## src/rtl/eu_result_buffer.sv

```systemverilog
// Result store for one exec unit: tagged ALU results served to op0/op1/foreign lookups.
// Ports: res_* write handshake, op0/op1/fop lookups (req/uid -> data/success), occupancy_o.
module eu_result_buffer #(
  parameter int EU_IDX = 0,
  parameter int DEPTH  = 8,
  parameter int UID_W  = 4,
  parameter int DATA_W = 32
) (
  input  logic                       clk,
  input  logic                       reset_n,
  input  logic                       flush_i,
  input  logic                       res_valid_i,
  output logic                       res_ready_o,
  input  logic [UID_W-1:0]           res_uid_i,
  input  logic [DATA_W-1:0]          res_data_i,
  input  logic [1:0]                 res_nreads_i,
  input  logic                       op0_req_i,
  input  logic [UID_W-1:0]           op0_uid_i,
  output logic [DATA_W-1:0]          op0_data_o,
  output logic                       op0_success_o,
  input  logic                       op1_req_i,
  input  logic [UID_W-1:0]           op1_uid_i,
  output logic [DATA_W-1:0]          op1_data_o,
  output logic                       op1_success_o,
  input  logic                       fop_req_i,
  input  logic [UID_W-1:0]           fop_uid_i,
  output logic [DATA_W-1:0]          fop_data_o,
  output logic                       fop_success_o,
  output logic [$clog2(DEPTH):0]     occupancy_o
);

  localparam int IW = $clog2(DEPTH);
  localparam int CW = IW + 1;
  // A malformed configuration never accepts results.
  localparam bit CFG_OK = (EU_IDX >= 0) && (DEPTH >= 2);

  logic              valid_q [DEPTH];
  logic              valid_d [DEPTH];
  logic [UID_W-1:0]  uid_q   [DEPTH];
  logic [UID_W-1:0]  uid_d   [DEPTH];
  logic [DATA_W-1:0] data_q  [DEPTH];
  logic [DATA_W-1:0] data_d  [DEPTH];
  logic [1:0]        cnt_q   [DEPTH];
  logic [1:0]        cnt_d   [DEPTH];

  logic [DEPTH-1:0] hit0;
  logic [DEPTH-1:0] hit1;
  logic [DEPTH-1:0] hitf;
  logic [DEPTH-1:0] wmatch;
  logic             any_match;
  logic             found;
  logic [IW-1:0]    alloc_idx;
  logic [CW-1:0]    occ;
  logic             accept;

  always_comb begin
    hit0          = '0;
    hit1          = '0;
    hitf          = '0;
    wmatch        = '0;
    op0_data_o    = '0;
    op1_data_o    = '0;
    fop_data_o    = '0;
    occ           = '0;
    found         = 1'b0;
    alloc_idx     = '0;
    for (int i = 0; i < DEPTH; i++) begin
      hit0[i]   = op0_req_i & valid_q[i] & (uid_q[i] == op0_uid_i);
      hit1[i]   = op1_req_i & valid_q[i] & (uid_q[i] == op1_uid_i);
      hitf[i]   = fop_req_i & valid_q[i] & (uid_q[i] == fop_uid_i);
      wmatch[i] = valid_q[i] & (uid_q[i] == res_uid_i);
      // uids are unique among valid entries, so OR-ing is a one-hot mux
      if (hit0[i]) op0_data_o = op0_data_o | data_q[i];
      if (hit1[i]) op1_data_o = op1_data_o | data_q[i];
      if (hitf[i]) fop_data_o = fop_data_o | data_q[i];
      occ = occ + {{(CW-1){1'b0}}, valid_q[i]};
      if (!valid_q[i] && !found) begin
        found     = 1'b1;
        alloc_idx = IW'(i);
      end
    end
    op0_success_o = |hit0;
    op1_success_o = |hit1;
    fop_success_o = |hitf;
    any_match     = |wmatch;
    occupancy_o   = occ;
    res_ready_o   = CFG_OK && ((occ != CW'(DEPTH)) || any_match);
    accept        = res_valid_i & res_ready_o & ~flush_i;
  end

  always_comb begin
    logic [1:0] nh;
    nh = '0;
    for (int i = 0; i < DEPTH; i++) begin
      valid_d[i] = valid_q[i];
      uid_d[i]   = uid_q[i];
      data_d[i]  = data_q[i];
      cnt_d[i]   = cnt_q[i];
      nh = {1'b0, hit0[i]} + {1'b0, hit1[i]} + {1'b0, hitf[i]};
      if (nh != 2'd0) begin
        if (cnt_q[i] > nh) begin
          cnt_d[i] = cnt_q[i] - nh;
        end else begin
          cnt_d[i]   = 2'd0;
          valid_d[i] = 1'b0;
        end
      end
      // in-place rewrite wins over this cycle's reads of the old value
      if (accept && wmatch[i]) begin
        valid_d[i] = (res_nreads_i != 2'd0);
        data_d[i]  = res_data_i;
        cnt_d[i]   = res_nreads_i;
      end
      if (accept && !any_match && found &&
          (alloc_idx == IW'(i)) && (res_nreads_i != 2'd0)) begin
        valid_d[i] = 1'b1;
        uid_d[i]   = res_uid_i;
        data_d[i]  = res_data_i;
        cnt_d[i]   = res_nreads_i;
      end
      if (flush_i) valid_d[i] = 1'b0;
    end
  end

  always_ff @(posedge clk or negedge reset_n) begin
    if (!reset_n) begin
      for (int i = 0; i < DEPTH; i++) begin
        valid_q[i] <= 1'b0;
        uid_q[i]   <= '0;
        data_q[i]  <= '0;
        cnt_q[i]   <= '0;
      end
    end else begin
      for (int i = 0; i < DEPTH; i++) begin
        valid_q[i] <= valid_d[i];
        uid_q[i]   <= uid_d[i];
        data_q[i]  <= data_d[i];
        cnt_q[i]   <= cnt_d[i];
      end
    end
  end

endmodule

```

## config.mk

```make
export PLATFORM = sky130hd
export DESIGN_NAME = eu_result_buffer
export DESIGN_NICKNAME = d
export VERILOG_FILES = /design/src/rtl/eu_result_buffer.sv
export SDC_FILE = /design/constraint.sdc
export NUM_CORES = 1
export LEC_CHECK = 0
export CORE_ASPECT_RATIO = 1.5
export CORE_MARGIN = 5
export CORE_UTILIZATION = 30
export DETAILED_ROUTE_END_ITERATION = 16
export MAX_ROUTING_LAYER = met4
export PLACE_DENSITY = 0.55
export SKIP_LAST_GASP = 1
export SYNTH_ARGS = -nofsm -noshare
export SYNTH_HDL_FRONTEND = slang
export SYNTH_SLANG_ARGS = --single-unit
```

## constraint.sdc

```tcl
create_clock -name clk -period 4.67 [get_ports clk]
set_input_delay 0.934 -clock clk [delete_from_list [all_inputs] [get_ports clk]]
set_output_delay 0.934 -clock clk [all_outputs]
set_load 0.02 [all_outputs]
```

## Yosys cells after proc, flatten, opt, wreduce, memory -nomap -nowiden

Index checks and enable logic that the tools add are counted.

- Add/sub/neg operators: 31
- Order comparisons: 8
- Equal/unequal tests: 48
- Muxes and demuxes: 127
- Bitwise gates (word level): 80
- Reductions and logical operators: 94

Operators by type and width:

| kind | number |
|---|---|
| $mux 32 | 40 |
| $or 32x32->32 | 21 |
| $eq 4x4->1 | 32 |
| $mux 2 | 32 |
| $and 1x1->1 | 58 |
| $mux 1 | 49 |
| $reduce_bool 2->1 | 17 |
| $logic_and 1x1->1 | 33 |
| $ne 4x2->1 const B | 8 |
| $reduce_bool 4->1 | 8 |
| $reduce_or 8->1 | 4 |
| $reduce_bool 3->1 | 8 |
| $add 1x1->2 | 9 |
| $mux 3 | 6 |
| $add 2x1->2 | 8 |
| $add 4x1->4 | 4 |
| $gt 2x2->1 | 8 |
| $reduce_and 2->1 | 8 |
| $sub 2x2->2 | 8 |
| $logic_not 1->1 | 14 |
| $eq 3x3->1 const B | 4 |
| $eq 3x2->1 const B | 2 |
| $add 3x1->4 | 1 |
| $ne 4x4->1 const B | 1 |
| other kinds (5) | 5 |

- Flip-flop bits (word level): 312
- Bits of input ports: 57
- Output and inout port bits: 104
- Word-level logic and storage cells: 420

## Longest topological paths before layout

- Word-level depth: 26
- Depth in mapped cells: 18

## Least setup slack after synthesis

No wires, ideal clock.

- Path kind: register to register
- Start point: register valid_q[0] (netlist bit)
- End point: register data_q[197] (netlist bit)
- Arrival: 4.372 ns
- Path slack: 0.173 ns
- Cell stages (with the launch flop): 18
- Path buffers: 3
- Period minus slack after synthesis: 4.497 ns
- Cell sequence: dfrtp_1 fa_1 inv_1 fa_1 fa_1 inv_1 ha_1 inv_1 fa_1 and4b_4 nor2_2 and4_1 or3b_1 buf_2 o21a_1 buf_6 buf_6 mux2_4

- Cells in the longest elaborated chain, start to end: 10
- Elaborated cells between the ends (all ways): 20

RTL lines:

| item | RTL line | RTL |
|---|---|---|
| from (decl) | 37 | `logic valid_q [DEPTH];` |
| from (signal, indexed assignment) | 135 | `valid_q[i] <= valid_d[i];` |
| $add 4x1->4 or $and 1x1->1 (tied branches) | 76, 71 |  |
| $ne 4x4->1 or $reduce_or 8->1 (tied branches) | 87, 85 |  |
| $logic_or 1x1->1 | 87 | `res_ready_o = CFG_OK && ((occ != CW'(DEPTH)) \|\| any_match);` |
| $and 1x1->1 (2 in a row) | 88 | `accept = res_valid_i & res_ready_o & ~flush_i;` |
| $logic_and 1x1->1 (3 in a row) | 114 | `if (accept && !any_match && found &&` |
| $logic_and 1x1->1 | 115 | `(alloc_idx == IW'(i)) && (res_nreads_i != 2'd0)) begin` |
| $mux 32 or $reduce_bool 2->1 (tied branches) | -- |  |
| to (signal, indexed assignment) | 137 | `data_q[i] <= data_d[i];` |
| to (decl) | 41 | `logic [DATA_W-1:0] data_q [DEPTH];` |

Several ways; a longest one is shown, not always the timed one.
A chain may end at the register's enable or synchronous reset.

## Worst setup path in the final report

- Start point: register valid_q[0] (netlist bit)
- End point: output port res_ready_o

- Cells in the longest elaborated chain, start to end: 3
- Elaborated cells between the ends (all ways): 5

RTL lines:

| item | RTL line | RTL |
|---|---|---|
| $add 4x1->4 or $and 1x1->1 (tied branches) | 76, 71 |  |
| $ne 4x4->1 or $reduce_or 8->1 (tied branches) | 87, 85 |  |
| $logic_or 1x1->1 (*) | 87 |  |
| to (decl) | 13 | `output logic res_ready_o,` |

Mark *: on every way between the ends. The rest lies on a longest branch, timed or not.

==> flow_summary.json <==
{
  "rsz0062_at_grt": "true",
  "drtPass1Iterations": 15,
  "skew_ps": 22.9,
  "via_per_inst": 6.16,
  "ir_drop_mv": 0.187,
  "die_w_um": 215,
  "grt-ovfl-total": 0,
  "hold_viol_final": 0,
  "syn-num-nets": 1781,
  "yosys_warnings": 0,
  "ys_types": 55,
  "wl_per_cell_um": 28.9,
  "numCtsBuffers": 34,
  "die_y_um": 318,
  "drive_above_1_share": 0.271,
  "cts_tree": "yes",
  "io_pins": 161,
  "ctsHoldBuffers": 0,
  "synth_seq_cells": 312,
  "insertion_delay_ps": 550,
  "synthFlopType": "dfrtp_1",
  "dp.final_hpwl_um": 49700,
  "period_minus_slack_ps": 4620,
  "vias": 16792,
  "syn_area_sq_um": 19000,
  "synth_area_leaders": "dfrtp_1 (41%), a22oi_1 (9.0%), mux2_2 (7.3%), mux2_4 (6.7%), mux2_1 (5.2%)",
  "finalWirelength_um": 78800,
  "core_sq_um": 63100,
  "syn_to_final_growth_pct": 29.5,
  "cpMostUsedCell": "fa_1",
  "grt_pass1_vias": 17349,
  "reg2reg_slack_ps": 100,
  "async_reset_ff_frac": 1.00,
  "worstPathRequired_ps": 3740,
  "start_kind": "flip-flop",
  "yosysMostFrequentCell": "dfrtp_1",
  "synth_top_cells_by_count": "dfrtp_1 (312), a22oi_1 (227), mux2_2 (123)",
  "grt.total_usage": 0.218,
  "min_path_type": "in2async",
  "path_class": "reg2out",
  "drt_iter0_markers": 2416,
  "cts.path.max_buffers": 3,
  "grt_first_pass_wirelength_um": 113000,
  "synth_top_area_share": 0.412,
  "arrival_ps": 3690,
  "grt_max_degree": 133,
  "antenna_found_initial": 2,
  "yosysSeqAreaShare": 0.412,
  "initial_utilization": 0.301,
  "path_cells": "fa_1, inv_1, fa_1, fa_1, inv_1, ha_2, inv_2, fa_1, and4b_4, nand3_2, buf_6",
  "htree_levels": 2,
  "row_count": 113,
  "slowest_stage": "fa_1",
  "slew_headroom": 0.418,
  "worst_pin_slew_ps": 872,
  "syn_area_per_cell_sq_um": 11.3,
  "fin_nets": 1990,
  "instances_no_fill": 2727,
  "ant_nets": 0,
  "max_stage_delay_ps": 540,
  "gp_congestion": 0.897,
  "clk_pin_slew_ps": 70,
  "cap_violations": 0,
  "crit_fanout": 2,
  "fmax_ghz": 0.216,
  "syn_inst": 1685,
  "dieArea_sq_um": 68400,
  "outcome": "finished, final reports clean",
  "yosysTopAreaCell": "dfrtp_1",
  "synth_edf_count": 0,
  "fin_tns_setup_ps": 0,
  "report.final.slew_viol_count": 0,
  "power_density_nw_per_um2": 276,
  "place_inst": 2637,
  "setup_viol": 0,
  "io_buffer_count": 160,
  "drc": 0,
  "p_leak_nw": 10.8,
  "crit_path_end_kind": "primary output",
  "cts_sinks": 312,
  "period_share": 0.990,
  "root_buffer": "clkbuf_16",
  "whs_ps": 358
}
-- layout by cell type (no fill, tap or decap), types with 7 or more instances in the layout --
cell type / n
a21boi_0: 8
a21oi_1: 18
a221oi_1: 25
a222oi_1: 56
a22o_1: 25
a22oi_1: 227
buf_12: 60
buf_4: 103
clkbuf_16: 44
clkbuf_8: 11
clkdlybuf4s50_1: 143
dfrtp_1: 312
fa_1: 20
ha_1: 18
inv_1: 56
mux2_1: 65
mux2_2: 123
mux2_4: 106
mux2i_1: 12
nand2_1: 89
nand3_1: 47
nand4_1: 74
nor2_1: 20
nor3_1: 7
nor3_2: 7
nor3b_1: 8
nor4_1: 7
nor4_2: 16
o2111ai_1: 9
o21ai_0: 11
o221ai_1: 7
xnor2_1: 29
xor2_1: 74
-- metrics by stage --
stage / worst slack (ps) / total power [mW] / util / cell area, sq um
2_1_floorplan: 173 / 3.51 / - / 19000
4_1_cts: -11.5 / 6.83 / 0.380 / 24000
5_1_grt: -83.7 / 7.01 / 0.390 / 24600
6_report: 45.3 / 6.78 / 0.390 / 24600
3_5_place_dp: 45.4 / 3.86 / 0.361 / 22700
3_3_place_gp: 36.1 / 3.83 / 0.361 / 22700
-- flip-flops by register name, summed over array words and instances (netlist names) --
signal / cells
valid_q: 8
data_q: 256
cnt_q: 16
uid_q: 32
-- cell families after synthesis --
logic type / after synthesis / synth area share
simple gates: 302 / 0.0846
mux: 306 / 0.198
compound gates: 408 / 0.170
xor+xnor: 105 / 0.0489
buf+inv: 213 / 0.0538
flops: 312 / 0.412
fa+ha+maj: 39 / 0.0336
-- layer usage --
metal | vias up | part of all wire | track usage
li1 | 6908 | - | -
met5 | - | 0 | -
met3 | 352 | 0.091 | 0.0471
met1 | 8367 | 0.37 | 0.259
met4 | 0 | 0.062 | 0.107
met2 | 1165 | 0.47 | 0.352
-- timing repair --
item,in CTS,in global routing
endpoints found under the setup margin,3,176
gates cloned,0,14
resized for setup,13,49
setup buffers,1,11
pin swaps,2,7
-- layout make-up --
cell class,instances,area (sq um)
inverters,57,214
clock buffers,50,1020
repair buffers,329,3860
diodes,2,5.00
fillers,6058,38500
multi-input cells,1160,10500
well taps,805,1010
flip-flops and latches,312,7810
clock inverters,12,188
-- where the power goes --
group          internal (mW)  switching (mW)  total (mW)
clock                   1.75            1.21        2.96
combinational          0.356           0.329       0.685
sequential              2.89           0.243        3.13
total                   5.00            1.78        6.78
-- path summary, 6_finish.rpt --
check | from | to | cells past startpoint
setup / recovery | valid_q[0]$_DFFE_PN0P_ | res_ready_o | 11
hold / removal | reset_n | data_q[87]$_DFFE_PN0P_ | 1
setup reg to reg | valid_q[0]$_DFFE_PN0P_ | cnt_q[1]$_DFFE_PN0P_ | 17
hold reg to reg | data_q[44]$_DFFE_PN0P_ | data_q[44]$_DFFE_PN0P_ | 1
max in group asynchronous | reset_n | uid_q[5]$_DFFE_PN0P_ | 2
min in group clk | data_q[44]$_DFFE_PN0P_ | data_q[44]$_DFFE_PN0P_ | 1
-- critical path, delay by kind of cell, from the launching register on --
kind | cells | cell delay [ps]
adders and majority gates | 5 | 2120
buffers and inverters | 4 | 310
DFF | 1 | 400
and+or+nand+nor | 2 | 330
No activity file was read; power rests on OpenSTA's default activity.
